==> config.mk <==
export PLATFORM = sky130hd
export DESIGN_NAME = mem_access_ctrl
export DESIGN_NICKNAME = d
export VERILOG_FILES = /design/src/rtl/mem_access_ctrl.sv
export SDC_FILE = /design/constraint.sdc
export NUM_CORES = 1
export LEC_CHECK = 0
export ABC_AREA = 0
export CORE_UTILIZATION = 36
export DETAILED_ROUTE_END_ITERATION = 8
export GPL_TIMING_DRIVEN = 1
export HOLD_SLACK_MARGIN = 0.1
export PLACE_DENSITY = 0.78
export SYNTH_ARGS = -nofsm -noshare
export SYNTH_HDL_FRONTEND = slang
export SYNTH_SLANG_ARGS = --single-unit
==> constraint.sdc <==
create_clock -name clk -period 2.67 [get_ports clk]
set_input_delay 0.534 -clock clk [delete_from_list [all_inputs] [get_ports clk]]
set_output_delay 0.534 -clock clk [all_outputs]
set_load 0.01 [all_outputs]
==> src/rtl/mem_access_ctrl.sv <==
`default_nettype none
// ============================================================================
// Module   : mem_access_ctrl
// Brief    : MEM-stage data-memory handshake for word, byte and indirect
//            accesses. Stalls the upstream pipeline until the access completes.
// Revision : 1.0 - initial release
// ============================================================================
module mem_access_ctrl #(
    parameter int DATA_WIDTH = 16
) (
    input  logic                  clk,
    input  logic                  reset,
    input  logic                  mem_read_in,
    input  logic                  mem_write_in,
    input  logic                  mem_byte_in,
    input  logic                  indirect_in,
    input  logic [DATA_WIDTH-1:0] alu_in,
    input  logic [DATA_WIDTH-1:0] sr2_in,
    input  logic                  dmem_resp,
    input  logic [DATA_WIDTH-1:0] dmem_rdata,
    output logic                  dmem_read,
    output logic                  dmem_write,
    output logic [DATA_WIDTH-1:0] dmem_address,
    output logic [DATA_WIDTH-1:0] dmem_wdata,
    output logic [1:0]            dmem_byte_en,
    output logic [DATA_WIDTH-1:0] mdr_out,
    output logic                  stall_out
);

    localparam logic [1:0] S_IDLE = 2'd0;
    localparam logic [1:0] S_ACC  = 2'd1;
    localparam logic [1:0] S_PTR  = 2'd2;

    logic [1:0]            r_state;
    logic [1:0]            w_next;
    logic [DATA_WIDTH-1:0] r_ptr;
    logic [DATA_WIDTH-1:0] r_mdr;

    logic                  w_req;
    logic                  w_rd;
    logic                  w_wr;
    logic                  w_byte_fmt;
    logic                  w_ptr_load;
    logic                  w_final;
    logic                  w_mdr_load;
    logic [DATA_WIDTH-1:0] w_fmt;

    assign w_req = mem_read_in | mem_write_in;
    // An illegal read+write request is resolved as a read.
    assign w_rd  = mem_read_in;
    assign w_wr  = mem_write_in & ~mem_read_in;

    // Byte formatting only applies to the single access of LDB; pointer-stage reads are words.
    assign w_byte_fmt = mem_byte_in & ~indirect_in & (r_state != S_PTR);
    assign w_fmt      = w_byte_fmt ? {8'h00, (alu_in[0] ? dmem_rdata[15:8] : dmem_rdata[7:0])}
                                   : dmem_rdata;

    always_ff @(posedge clk or posedge reset) begin
        if (reset) begin
            r_state <= S_IDLE;
        end else begin
            r_state <= w_next;
        end
    end

    always_comb begin
        w_next = r_state;
        case (r_state)
            S_IDLE: begin
                if (w_req) begin
                    if (dmem_resp) begin
                        w_next = indirect_in ? S_PTR : S_IDLE;
                    end else begin
                        w_next = S_ACC;
                    end
                end
            end
            S_ACC: begin
                if (dmem_resp) begin
                    w_next = indirect_in ? S_PTR : S_IDLE;
                end
            end
            S_PTR: begin
                if (dmem_resp) begin
                    w_next = S_IDLE;
                end
            end
            default: w_next = S_IDLE;
        endcase
    end

    always_comb begin
        dmem_read    = 1'b0;
        dmem_write   = 1'b0;
        dmem_address = '0;
        dmem_wdata   = '0;
        dmem_byte_en = 2'b00;
        w_ptr_load   = 1'b0;
        w_final      = 1'b0;
        if (!reset) begin
            case (r_state)
                S_IDLE, S_ACC: begin
                    if (w_req || (r_state == S_ACC)) begin
                        dmem_address = alu_in;
                        if (indirect_in) begin
                            // Pointer fetch is a word read for both LDI and STI.
                            dmem_read    = 1'b1;
                            dmem_byte_en = 2'b11;
                            w_ptr_load   = dmem_resp;
                        end else begin
                            dmem_read  = w_rd;
                            dmem_write = w_wr;
                            if (mem_byte_in) begin
                                dmem_byte_en = alu_in[0] ? 2'b10 : 2'b01;
                                dmem_wdata   = {sr2_in[7:0], sr2_in[7:0]};
                            end else begin
                                dmem_byte_en = 2'b11;
                                dmem_wdata   = sr2_in;
                            end
                            w_final = dmem_resp;
                        end
                    end
                end
                S_PTR: begin
                    dmem_address = r_ptr;
                    dmem_read    = w_rd;
                    dmem_write   = w_wr;
                    dmem_byte_en = 2'b11;
                    dmem_wdata   = sr2_in;
                    w_final      = dmem_resp;
                end
                default: ;
            endcase
        end
        w_mdr_load = w_final & w_rd;
        stall_out  = (w_req | (r_state != S_IDLE)) & ~w_final & ~reset;
        mdr_out    = w_mdr_load ? w_fmt : r_mdr;
    end

    always_ff @(posedge clk or posedge reset) begin
        if (reset) begin
            r_ptr <= '0;
            r_mdr <= '0;
        end else begin
            if (w_ptr_load) begin
                r_ptr <= dmem_rdata;
            end
            if (w_mdr_load) begin
                r_mdr <= w_fmt;
            end
        end
    end

endmodule
`default_nettype wire

==> results of run 1 <==
## power by group
| part | switching (uW) | leakage [uW] | internal (uW) | total, uW |
|---|---|---|---|---|
| clock | 190 | 0.0000579 | 275 | 465 |
| sequential | 65.0 | 0.000400 | 660 | 725 |
| combinational | 390 | 0.00125 | 405 | 795 |
| total | 645 | 0.00171 | 1340 | 1980 |
## logic make-up (layout without fill, tap and decap cells)
family	count (synthesis)	after routing	share of synthesized area (%)
compound gates	66	66	23.44
simple gates	49	49	15.33
buf+inv	34	161	7.391
flops	34	34	40.87
mux	25	25	12.98
## timing repair
action                                  CTS  global route
endpoints found under the setup margin   52            31
buffers inserted                          4             2
hold buffers                              0             0
resized for setup                        49            51
gates cloned                              0             1
pin swaps                                 1             0
## layout make-up
cell class / instances / share of cell area, %
Inverter: 12 / 1.568
Timing Repair inverter: 1 / 0.2091
Multi-Input combinational cell: 140 / 32.51
Tap cell: 72 / 2.509
Clock inverter: 3 / 1.115
Clock buffer: 5 / 1.916
Timing Repair Buffer: 140 / 36.48
Sequential cell: 34 / 23.69
## sequential cells by signal (all words and copies together) (netlist names)
register / count
r_ptr: 16
r_mdr: 16
r_state: 2
## layout by cell type (no fill, tap or decap), drive strengths merged, types with 8 or more instances in the layout
cell            n
nor2           16
dlymetal6s2s   15
o31ai           9
mux2           16
inv             9
clkbuf         15
o21ai          11
clkdlybuf4s50  52
mux2i           9
a32o            8
a32oi          16
dfrtp          34
dlygate4sd2    30
a31oi          16
buf            33
nand4           8
nor3b           8
## through the flow
| step | instance area (um2) | power [uW] | setup TNS, ps | cells | utilization [%] |
|---|---|---|---|---|---|
| detailed placement | 3378 | 1559 | -14390 | 392 | 60.98 |
| CTS | 3505 | 1967 | 0 | 404 | 63.26 |
| global route | 3591 | 2099 | 0 | 407 | 64.81 |
| floorplan | 2086 | 1106 | 0 | 208 | - |
| finish | 3591 | 1985 | 0 | 407 | 64.81 |
| global placement | 3378 | 1545 | -13790 | 392 | 60.98 |
## layer usage
metal / vias up / track usage, %
met5: - / 0
met4: 0 / 8.148
met3: 6 / 7.209
met2: 110 / 38.86
met1: 1099 / 28.17
li1: 1053 / -
## final timing paths
kind,startpoint,to,slack [ps]
max in group asynchronous,reset,r_ptr[5],1470
worst max-delay path,mem_write_in,dmem_byte_en[1],70
min in group asynchronous,reset,r_mdr[5],890
worst min register to register,r_ptr[3],r_ptr[3],510
worst max register to register,r_state[1],r_ptr[8],920
worst min-delay path,r_ptr[3],r_ptr[3],510
## cell usage after synthesis, types with 3 or more instances
| cell type | number |
|---|---|
| o21ai_0 | 11 |
| a31oi_1 | 16 |
| a32oi_1 | 16 |
| mux2_2 | 16 |
| nor3b_1 | 8 |
| nand4_1 | 8 |
| clkbuf_1 | 13 |
| a21oi_1 | 3 |
| nand2_1 | 3 |
| inv_1 | 11 |
| o31ai_1 | 8 |
| dfrtp_1 | 34 |
| mux2i_1 | 9 |
| a32o_1 | 8 |
| nor2_1 | 16 |
==> run metrics, run 1 <==
fraction of layout cells with a size suffix above 1 28.96%; status finished, final reports clean; number of enable flip-flop cells after synthesis 0; I/O Buffers 107; Max stage delay on crit path 490 ps; Synth Net Count 263; clock root cell clkbuf_8; WHS 512.6 ps; CP max-delay cell clkdlybuf4s50_1; Netlist cell types 37; width of the die 78.05 um; # diodes 0; clk sinks 34; Hold Path Depth 1; Final Max Slew Viols 0; final number of setup-violating endpoints 0; sequential-to-total area share from yosys stat 40.87%; Primary FF master, synth dfrtp_1; Mean Syn Cell Area 10.01 um2; period utilization 97.33%; chip height 78.05 um; core area 0.005540 mm2; Worst Hold Class flip-flop to flip-flop; post-synthesis cell count 208; initial detailed-routing violation count 129; CTS Buffer Depth 2; Max Cap Viol 0; pwr dens 552.7 mW/mm2; worst rel slew slack 71.41%; final WL 7026 um; CTS tree done; H-tree Lvls 2; I/O pins 108; #FFs+latches synth 34; R2R depth 6; # nets final 389; CP startpoint kind primary input; Starting Density 37.58%; initial antenna violation count 0; final hold violations 0; minimum clock period after layout 2599 ps; top routing layer used met4; critical-path cell list dlygate4sd2_1 -> or3_4 -> buf_12 -> o21ai_0 -> a21oi_1 -> clkdlybuf4s50_1; Crit path depth 6; largest net degree at the start of global routing 35; Sequential Area 850.8 um2; met2 wire length 3542 um; FP Rows 27; crit end category output port; most area-consuming cells after synthesis dfrtp_1 41%, mux2_2 8.7%, a32oi_1 6.7%; full die area 0.006092 mm2; wl on met1 2843 um; LEAKAGE 0.001705 uW; post-synth top area share 40.87%; antenna-violating nets left 0; FFs w/ async S/R, synth 100.0%; family with the most delay on the worst path buffers and inverters; Overflow after GRT 0; Yosys top cell by area dfrtp_1; mapped cell area 0.002082 mm2; Yosys warnings 0; Critical Path RT 2140 ps; Worst Tran Pin Value 428.9 ps; placer congestion estimate 0.7934; CP Data Arrival Time 2060 ps; total CTS buffers 5; DP Worst Slack -397.7 ps; first-pass GRT wire length 11,100 um; Crit path buffers/inverters 3; vias per cell 5.572; hpwl dp 5030 um; Initial DRT Pass Iterations 4; area of the multi-input gates 0.001167 mm2; Clock Skew 9.771 ps; Worst-Skew Late Latency 290 ps; fmax 0.3848 GHz; clk slew on worst S/H paths 60 ps; DR WL met3 581 um; setup ws final 71.18 ps; largest fanout on the critical path 12; Peak VDD IR 439.2 uV; DRC Markers 0; routed via count 2,268; RSZ-0062 raised after global routing no; gr usage total 23.25%; Fill cells 463; vias in the first global route 2,257; CP Class primary input to output port; Layout area overhead 72.48%; post-DR wirelength/cell 17.26 um
Note: power is estimated with default switching activity, not from simulation.
==> inputs of run 2 (changes only) <==
--- a/config.mk
+++ b/config.mk
@@ -11,6 +11,7 @@
 export GPL_TIMING_DRIVEN = 1
 export HOLD_SLACK_MARGIN = 0.1
 export PLACE_DENSITY = 0.78
+export SLEW_MARGIN = 5
 export SYNTH_ARGS = -nofsm -noshare
 export SYNTH_HDL_FRONTEND = slang
 export SYNTH_SLANG_ARGS = --single-unit
==> results of run 2 <==
Same layout as run 1: the final DEF is identical, and so are final timing and power.
